[src/rtl/dp_sequencer_pkg.sv]
// dp_sequencer_pkg
//   Shared encodings for the datapath sequencer: command kinds, ALU opcodes,
//   FSM state encoding and the legality check applied to a new command.
package dp_sequencer_pkg;

  localparam logic [1:0] CMD_LOAD    = 2'b00;
  localparam logic [1:0] CMD_BINOP   = 2'b01;
  localparam logic [1:0] CMD_SUB     = 2'b10;
  localparam logic [1:0] CMD_ILLEGAL = 2'b11;

  localparam logic [2:0] OPC_AND  = 3'b000;
  localparam logic [2:0] OPC_OR   = 3'b001;
  localparam logic [2:0] OPC_NOTA = 3'b010;
  localparam logic [2:0] OPC_NOTB = 3'b011;
  localparam logic [2:0] OPC_ADD  = 3'b100;
  localparam logic [2:0] OPC_NEGA = 3'b101;
  localparam logic [2:0] OPC_NEGB = 3'b110;
  localparam logic [2:0] OPC_BAD  = 3'b111;

  typedef enum logic [2:0] {
    ST_IDLE    = 3'd0,
    ST_FETCH_A = 3'd1,
    ST_FETCH_B = 3'd2,
    ST_EXEC    = 3'd3,
    ST_WB      = 3'd4,
    ST_NEG_B   = 3'd5,
    ST_NEGWB_B = 3'd6,
    ST_DONE    = 3'd7
  } state_e;

  // A command is rejected if its kind is unassigned, or if it is a BINOP
  // carrying the one opcode the ALU does not implement.
  function automatic logic cmd_is_illegal(logic [1:0] kind, logic [2:0] opc);
    return (kind == CMD_ILLEGAL) || ((kind == CMD_BINOP) && (opc == OPC_BAD));
  endfunction

endpackage

[src/rtl/dp_ack_timer.sv]
// dp_ack_timer
//   Counts consecutive cycles spent waiting for mem_ack.
//   clk, rst_n : clock, asynchronous active-low reset
//   clr        : zero the count (takes priority over tick)
//   tick       : one more cycle without ack
//   last       : count has reached TO_CYCLES-1, so one more ack-less cycle
//                completes the timeout
module dp_ack_timer #(
  parameter int CNT_W     = 4,
  parameter int TO_CYCLES = 15
) (
  input  logic clk,
  input  logic rst_n,
  input  logic clr,
  input  logic tick,
  output logic last
);

  localparam logic [CNT_W-1:0] TO_LAST = CNT_W'(TO_CYCLES - 1);

  logic [CNT_W-1:0] cnt_q, cnt_d;

  always_comb begin
    cnt_d = cnt_q;
    if (clr)       cnt_d = '0;
    else if (tick) cnt_d = cnt_q + 1'b1;
  end

  always_ff @(posedge clk or negedge rst_n) begin
    if (!rst_n) cnt_q <= '0;
    else        cnt_q <= cnt_d;
  end

  assign last = (cnt_q == TO_LAST);

endmodule

[src/rtl/dp_sequencer.sv]
// dp_sequencer
//   Drives the read/write enables and ALU opcode of the two-operand
//   register/ALU datapath for one command at a time.
//   start/cmd_kind/cmd_opc/cmd_dst : command, sampled only when idle
//   mem_req/mem_ack                : operand fetch handshake; mem_req is held
//                                    for the whole fetch state, the operand on
//                                    mdr is written in the cycle mem_ack=1
//   *ren/*wen, opc                 : datapath controls
//   busy, done, err                : status (done/err are one-cycle pulses)
//   dbg_state                      : current FSM state
module dp_sequencer
  import dp_sequencer_pkg::*;
#(
  parameter int TO_CYCLES = 15,
  parameter int CNT_W     = 4
) (
  input  logic       clk,
  input  logic       rst_n,
  input  logic       start,
  input  logic [1:0] cmd_kind,
  input  logic [2:0] cmd_opc,
  input  logic       cmd_dst,
  output logic       mem_req,
  input  logic       mem_ack,
  output logic       aren,
  output logic       bren,
  output logic       tren,
  output logic       r1ren,
  output logic       r2ren,
  output logic       awen,
  output logic       bwen,
  output logic       twen,
  output logic       r1wen,
  output logic       r2wen,
  output logic [2:0] opc,
  output logic       busy,
  output logic       done,
  output logic       err,
  output logic [2:0] dbg_state
);

  state_e     state_q, state_d;
  logic [1:0] kind_q, kind_d;
  logic [2:0] opc_q, opc_d;
  logic       dst_q, dst_d;
  logic       hold_q, hold_d;   // keeps the dst read enable up while idle
  logic       err_q, err_d;
  logic       dst_wen, dst_ren;
  logic       tm_clr, tm_tick, tm_last;

  dp_ack_timer #(.CNT_W(CNT_W), .TO_CYCLES(TO_CYCLES)) u_timer (
    .clk  (clk),
    .rst_n(rst_n),
    .clr  (tm_clr),
    .tick (tm_tick),
    .last (tm_last)
  );

  always_comb begin
    state_d = state_q;
    kind_d  = kind_q;
    opc_d   = opc_q;
    dst_d   = dst_q;
    hold_d  = hold_q;
    err_d   = 1'b0;
    mem_req = 1'b0;
    aren    = 1'b0;
    bren    = 1'b0;
    tren    = 1'b0;
    awen    = 1'b0;
    bwen    = 1'b0;
    twen    = 1'b0;
    dst_wen = 1'b0;
    opc     = OPC_AND;
    done    = 1'b0;
    tm_tick = 1'b0;

    unique case (state_q)
      ST_IDLE: begin
        if (start) begin
          hold_d = 1'b0;
          if (cmd_is_illegal(cmd_kind, cmd_opc)) begin
            err_d = 1'b1;
          end else begin
            kind_d  = cmd_kind;
            opc_d   = cmd_opc;
            dst_d   = cmd_dst;
            state_d = ST_FETCH_A;
          end
        end
      end
      ST_FETCH_A: begin
        mem_req = 1'b1;
        tm_tick = !mem_ack;
        if (mem_ack) begin
          // LOAD routes the mdr word straight into the destination.
          if (kind_q == CMD_LOAD) begin
            dst_wen = 1'b1;
            state_d = ST_DONE;
          end else begin
            awen    = 1'b1;
            state_d = ST_FETCH_B;
          end
        end else if (tm_last) begin
          err_d   = 1'b1;
          state_d = ST_IDLE;
        end
      end
      ST_FETCH_B: begin
        mem_req = 1'b1;
        tm_tick = !mem_ack;
        if (mem_ack) begin
          bwen    = 1'b1;
          state_d = (kind_q == CMD_SUB) ? ST_NEG_B : ST_EXEC;
        end else if (tm_last) begin
          err_d   = 1'b1;
          state_d = ST_IDLE;
        end
      end
      ST_NEG_B: begin
        bren    = 1'b1;
        opc     = OPC_NEGB;
        twen    = 1'b1;
        state_d = ST_NEGWB_B;
      end
      ST_NEGWB_B: begin
        tren    = 1'b1;
        bwen    = 1'b1;
        state_d = ST_EXEC;
      end
      ST_EXEC: begin
        aren    = 1'b1;
        bren    = 1'b1;
        twen    = 1'b1;
        opc     = (kind_q == CMD_SUB) ? OPC_ADD : opc_q;
        state_d = ST_WB;
      end
      ST_WB: begin
        tren    = 1'b1;
        dst_wen = 1'b1;
        state_d = ST_DONE;
      end
      ST_DONE: begin
        done    = 1'b1;
        hold_d  = 1'b1;
        state_d = ST_IDLE;
      end
      default: state_d = ST_IDLE;
    endcase

    // Any state change restarts the ack-wait count.
    tm_clr  = (state_d != state_q);
    dst_ren = (state_q == ST_DONE) || hold_q;
  end

  assign r1wen     = dst_wen && !dst_q;
  assign r2wen     = dst_wen &&  dst_q;
  assign r1ren     = dst_ren && !dst_q;
  assign r2ren     = dst_ren &&  dst_q;
  assign busy      = (state_q != ST_IDLE);
  assign err       = err_q;
  assign dbg_state = state_q;

  always_ff @(posedge clk or negedge rst_n) begin
    if (!rst_n) begin
      state_q <= ST_IDLE;
      kind_q  <= CMD_LOAD;
      opc_q   <= OPC_AND;
      dst_q   <= 1'b0;
      hold_q  <= 1'b0;
      err_q   <= 1'b0;
    end else begin
      state_q <= state_d;
      kind_q  <= kind_d;
      opc_q   <= opc_d;
      dst_q   <= dst_d;
      hold_q  <= hold_d;
      err_q   <= err_d;
    end
  end

endmodule

[config.mk]
export PLATFORM = sky130hd
export DESIGN_NAME = dp_sequencer
export DESIGN_NICKNAME = d
export VERILOG_FILES = /design/src/rtl/dp_sequencer_pkg.sv /design/src/rtl/dp_ack_timer.sv /design/src/rtl/dp_sequencer.sv
export SDC_FILE = /design/constraint.sdc
export NUM_CORES = 1
export LEC_CHECK = 0
export ABC_AREA = 0
export CELL_PAD_IN_SITES_DETAIL_PLACEMENT = 0
export CELL_PAD_IN_SITES_GLOBAL_PLACEMENT = 1
export CORE_MARGIN = 2
export CORE_UTILIZATION = 34
export DETAILED_ROUTE_END_ITERATION = 8
export GPL_ROUTABILITY_DRIVEN = 0
export GPL_TIMING_DRIVEN = 1
export PLACE_DENSITY_LB_ADDON = 0.2
export SETUP_SLACK_MARGIN = 0.5
export SLEW_MARGIN = 0
export SYNTH_ARGS = -nofsm -noshare
export SYNTH_HDL_FRONTEND = slang
export SYNTH_SLANG_ARGS = --single-unit
[constraint.sdc]
create_clock -name clk -period 1.85 [get_ports clk]
set_clock_uncertainty 0.2 [all_clocks]
set_input_delay 0.185 -clock clk [delete_from_list [all_inputs] [get_ports clk]]
set_output_delay 0.185 -clock clk [all_outputs]
set_load 0.05 [all_outputs]
Word-level counts from Yosys, hierarchy flattened
Index checks and enable logic that the tools add are counted.
{"block": "word_totals", "out_inout_bits": 20, "register_bits": 15}
{"block": "classes", "reduce_logical": 19, "n_mux": 33, "eq_ne": 14, "bitwise": 1, "add_sub_neg": 1}
{"cell": "two-way mux 3 bit", "n": 8}
{"cell": "one-hot mux 3 bit (8 select lines)", "n": 1}
{"cell": "two-way mux 1 bit", "n": 17}
{"cell": "equality test 3 bit, second input constant", "n": 5}
{"cell": "two-way mux 4 bit", "n": 2}
{"cell": "one-hot mux 1 bit (2 select lines)", "n": 4}
{"cell": "equality test 3 x 2 -> 1 bit, second input constant", "n": 2}
{"cell": "one-hot mux 3 bit (2 select lines)", "n": 1}
{"cell": "OR reduction 2 bit", "n": 3}
{"cell": "logical AND 1 bit", "n": 5}
{"cell": "adder 4 x 1 -> 4 bit, second input constant", "n": 1}
{"cell": "equality test 2 bit, second input constant", "n": 2}
{"cell": "equality test 4 bit, second input constant", "n": 1}
{"cell": "nonzero test 2 bit", "n": 2}
{"cell": "equality test 3 x 1 -> 1 bit, second input constant", "n": 1}
{"cell": "zero test 3 bit", "n": 1}
{"cell": "inequality test 3 bit", "n": 1}
{"cell": "AND reduction 3 bit", "n": 1}
{"cell": "nonzero test 3 bit", "n": 1}
{"cell": "equality test 2 x 1 -> 1 bit, second input constant", "n": 1}
{"cell": "zero test 1 bit", "n": 2}
{"cell": "zero test 2 bit", "n": 1}
{"cell": "logical OR 1 bit", "n": 2}
{"cell": "inequality test 2 bit, second input constant", "n": 1}
{"cell": "2 further kinds", "n": 2}

Longest topological paths before layout
{"block": "logic_depth", "depth_word": 8, "mapped_depth": 6}

Modules after synthesis
From an unflattened synthesis, not the netlist that was laid out.
{"block": "unflattened", "hier_cells": 102, "hier_area_um2": 968.4}
{"module": "dp_sequencer", "cells_per_inst": 82, "instances": 1, "area_each_um2": 748.2}
{"module": "dp_ack_timer", "cells_per_inst": 20, "instances": 1, "area_each_um2": 220.2}

Worst setup path before layout
Ideal clock, no wire load.
{"block": "synth_timing", "path_kind": "register to output", "from": "register state_q[2], in the netlist dbg_state[2]", "to": "output r2wen", "t_arrival_ns": 3.094, "stages_incl_launch_ff": 5, "path_slack_ns": -1.629, "required_ns": 1.465, "path_cell_list": "dfrtp_1 > buf_2 > nor2b_1 > a21oi_1 > nor3b_1"}
{"block": "synth_between", "elab_chain_cells": 3, "elab_cells_between_ends": 4, "classes_between": "2 x eq/ne; 1 x mux; 1 x reduce/logical"}
{"item": "start, declared", "line": "dp_sequencer.sv:42", "source": "state_e state_q, state_d;"}
{"item": "start signal, assigned", "line": "dp_sequencer.sv:173", "source": "state_q <= state_d;"}
{"item": "equality test 3 bit or equality test 3 x 1 -> 1 bit (tied branches)", "line": "dp_sequencer.sv:78", "source": "unique case (state_q)"}
{"item": "one-hot mux 1 bit (2 select lines) (*)", "line": "dp_sequencer.sv:78"}
{"item": "logical AND 1 bit (*)", "line": "dp_sequencer.sv:157", "source": "assign r2wen = dst_wen && dst_q;"}
{"item": "end, declared", "line": "dp_sequencer.sv:34", "source": "output logic r2wen,"}
Mark *: on every way between the ends. The rest lies on a longest branch, timed or not.

Worst setup path in the final report
{"block": "layout_timing", "from": "register state_q[0], in the netlist dbg_state[0]", "to": "register dst_q"}
{"block": "layout_between", "elab_chain_cells": 2}
{"item": "zero test 3 bit", "line": "dp_sequencer.sv:78"}
{"item": "AND reduction 3 bit (no line)"}
{"item": "end signal, assigned", "line": "dp_sequencer.sv:176", "source": "dst_q <= dst_d;"}
{"item": "end, declared", "line": "dp_sequencer.sv:45", "source": "logic dst_q, dst_d;"}
Every way passes these cells.
A chain may end at the register's enable or synchronous reset.

==> results.yml <==
drt:
  via_count: 1077
  drc: 0
  antenna_left: 0
  drtIter0Drc: 30
  drt-wirelength-per-cell_um: 17.2
  totalWireLength_um: 3440
  vias_per_cell: 5.39
  firstDrtPassIters: 4
clock_network:
  clockBufferDepth: 2
  htreeDepth: 1
  cts_hold_buf: 0
  clock_latency_ns: 0.31
  clock-root-buffer: "clkbuf_4"
  clk_pin_slew_ns: 0.11
  cts.sinks: 15
  cts_tree: "done"
  cts_buffers: 3
cells_and_area:
  drive_above_1_share: 0.675
  final_area_mm2: 0.00217
  final_cell_mix: "buf_6, buf_12, buf_4"
  num_antenna_cells: 0
  final_common_cell: "buf_6"
  fin_nets: 182
  syn2layout_area_growth_pct: 122
hold_path:
  hold_path_class: "in -> async"
floorplanning:
  core_mm2: 0.00273
  ioPinCount: 30
  initial_core_util: 0.358
  dieWidth_um: 57.6
  dieArea_mm2: 0.00332
  rows: 19
  fp.dieH_um: 57.6
timing:
  fin_crit_sh: 1.05
  fin_tns_setup_ns: -0.522
  setup_viol: 16
  worst_pin_slew_ns: 0.422
  slew_headroom: 0.717
  fmax_ghz: 0.513
  period_needed_ns: 1.95
  hold_ws_ns: -0.0137
  hold_viol_final: 9
  setup_ws_ns: -0.0998
  slew_violations: 0
  rsz0062_at_grt: "yes"
critical_path:
  critPathMaxFanout: 5
  cp.required_ns: 1.83
  critPathLaunchType: "flip-flop"
  cp-end-kind: "flip-flop"
  worstSetupPathType: "reg -> reg"
  path_buf_inv: 1
  cpLargestDelayFamily: "flip-flops"
  max_stage_delay_ns: 0.47
  cp_cell_sequence: "buf_6 -> nor4b_4 -> o21a_1 -> mux2_4"
  cpMaxStageDelayCell: "dfrtp_2"
  crit_arrival_ns: 1.93
global_routing:
  grt_pass1_vias: 1017
  antenna_found_initial: 0
  grt_max_degree: 16
  grtUsageTotal: 0.187
  grt_overflow: 0
  grt_pass1_wl_um: 4760
synthesis:
  avgSynthCellArea_um2: 9.41
  synth-main-ff-cell: "dfrtp_1"
  synthSimpleGateAreaFrac: 0.284
  async_reset_ff_frac: 1.00
  synth_area_leader_cell: "dfrtp_1"
  netlist.area_leader.share: 0.384
  synth_warnings: 0
  yosys.area_share.adder: 0.0256
  synth_area_um2: 978
  synth_edf_count: 0
  synth_xor_area_frac: 0.0435
  yosysSeqAreaShare: 0.384
  synth_top_family_by_area: "simple AND/OR/NAND/NOR gates"
  synth_nets: 116
  synthDistinctLibCells: 37
  synth-seq-cells: 15
  synth_cells: 104
  synthTopCellsByArea: "dfrtp_1, mux2_2, nor2_1, nor2b_1, o21a_1"
  synth_compound_area_frac: 0.159
  synth_mux_area_frac: 0.0575
outcome:
  status: "complete, but fails checks"
  failed_checks: "negative hold slack, negative setup slack"
placed_design:
  dpl-instance-area_mm2: 0.00171
  hpwl_um: 2020
  place.port_buffers: 29
job:
  max_cap_viol_count: 0
power_and_ir_drop:
  p_per_area_mw_per_mm2: 2020
  p_leak_nw: 0.931
  ir_worst_vdd_mv: 1.81
final timing paths:
check | from | to | slack (ns) | depth (start not counted)
worst max-delay path | dbg_state[0]$_DFF_PN0_ | dst_q$_DFFE_PN0P_ | -0.1 | 4
worst min-delay path | rst_n | hold_q$_DFFE_PN0P_ | -0.01 | 2
worst max register to register | dbg_state[0]$_DFF_PN0_ | dst_q$_DFFE_PN0P_ | -0.1 | 4
worst min register to register | opc_q[0]$_DFFE_PN0P_ | opc_q[0]$_DFFE_PN0P_ | 0.32 | 1
max in group asynchronous | rst_n | dbg_state[2]$_DFF_PN0_ | 1.23 | 2
min in group clk | opc_q[0]$_DFFE_PN0P_ | opc_q[0]$_DFFE_PN0P_ | 0.32 | 1
per-stage QoR:
| step | std cells | util | total power [mW] | setup slack [ns] |
|---|---|---|---|---|
| detailed placement | 175 | 0.624 | 3.28 | -0.0740 |
| floorplan | 104 | - | 2.28 | -0.251 |
| global placement | 175 | 0.624 | 3.26 | -0.0504 |
| CTS | 193 | 0.730 | 4.04 | -0.0439 |
| global route | 200 | 0.795 | 4.58 | -0.161 |
| finish | 200 | 0.795 | 4.38 | -0.0998 |
cells in the mapped netlist (2+ instances only):
| cell | n |
|---|---|
| nand2b_1 | 4 |
| o21a_1 | 4 |
| nand3_1 | 4 |
| clkbuf_1 | 2 |
| nor2_1 | 11 |
| nor3b_1 | 3 |
| nor2b_1 | 6 |
| mux2_2 | 5 |
| dfrtp_1 | 15 |
| ha_1 | 2 |
| nand2_1 | 5 |
| buf_4 | 2 |
| a21boi_0 | 3 |
| xor2_1 | 2 |
| inv_1 | 2 |
| and3_1 | 3 |
| nor3_1 | 5 |
| a21oi_1 | 4 |
| o21ai_0 | 4 |
sequential cells by signal, indices dropped and copies added (netlist names):
signal,flops
u_timer.cnt_q,4
kind_q,2
dbg_state,3
dst_q,1
opc_q,3
err,1
hold_q,1
routing by layer:
layer | wire (µm) | global-route usage | vias to the layer above
li1 | - | - | 503
met1 | 1400 | 0.229 | 531
met2 | 1800 | 0.338 | 37
met3 | 159 | 0.0223 | 6
met4 | 76 | 0.0664 | 0
met5 | 0 | 0 | -
logic make-up after synthesis:
logic type / Yosys count
multiplexers: 5
adder cells (fa/ha/maj): 2
flip-flops: 15
buffers and inverters: 8
AND/OR/NAND/NOR: 48
AO/OA/AOI/OAI: 22
XOR/XNOR: 4
power breakdown:
| part | internal, mW | leakage, nW | switching [mW] |
|---|---|---|---|
| combinational | 1.82 | 0.728 | 1.75 |
| clock | 0.0807 | 0.0177 | 0.127 |
| sequential | 0.454 | 0.185 | 0.148 |
timing repair:
action,4_1_cts,5_1_grt
setup endpoints to repair,34,34
buffers inserted,14,7
endpoints found under the hold margin,0,0
pin swaps,12,10
resized for setup,28,33
gates cloned,0,0
cell type report:
type	instances	area, µm²
Sequential cell	15	380
Inverter	2	7.51
Tap cell	31	38.8
Clock inverter	1	5.00
Timing Repair Buffer	67	861
Clock buffer	3	22.5
Multi-Input combinational cell	81	858
Fill cell	163	561
Power figures use the tool's default switching activity.
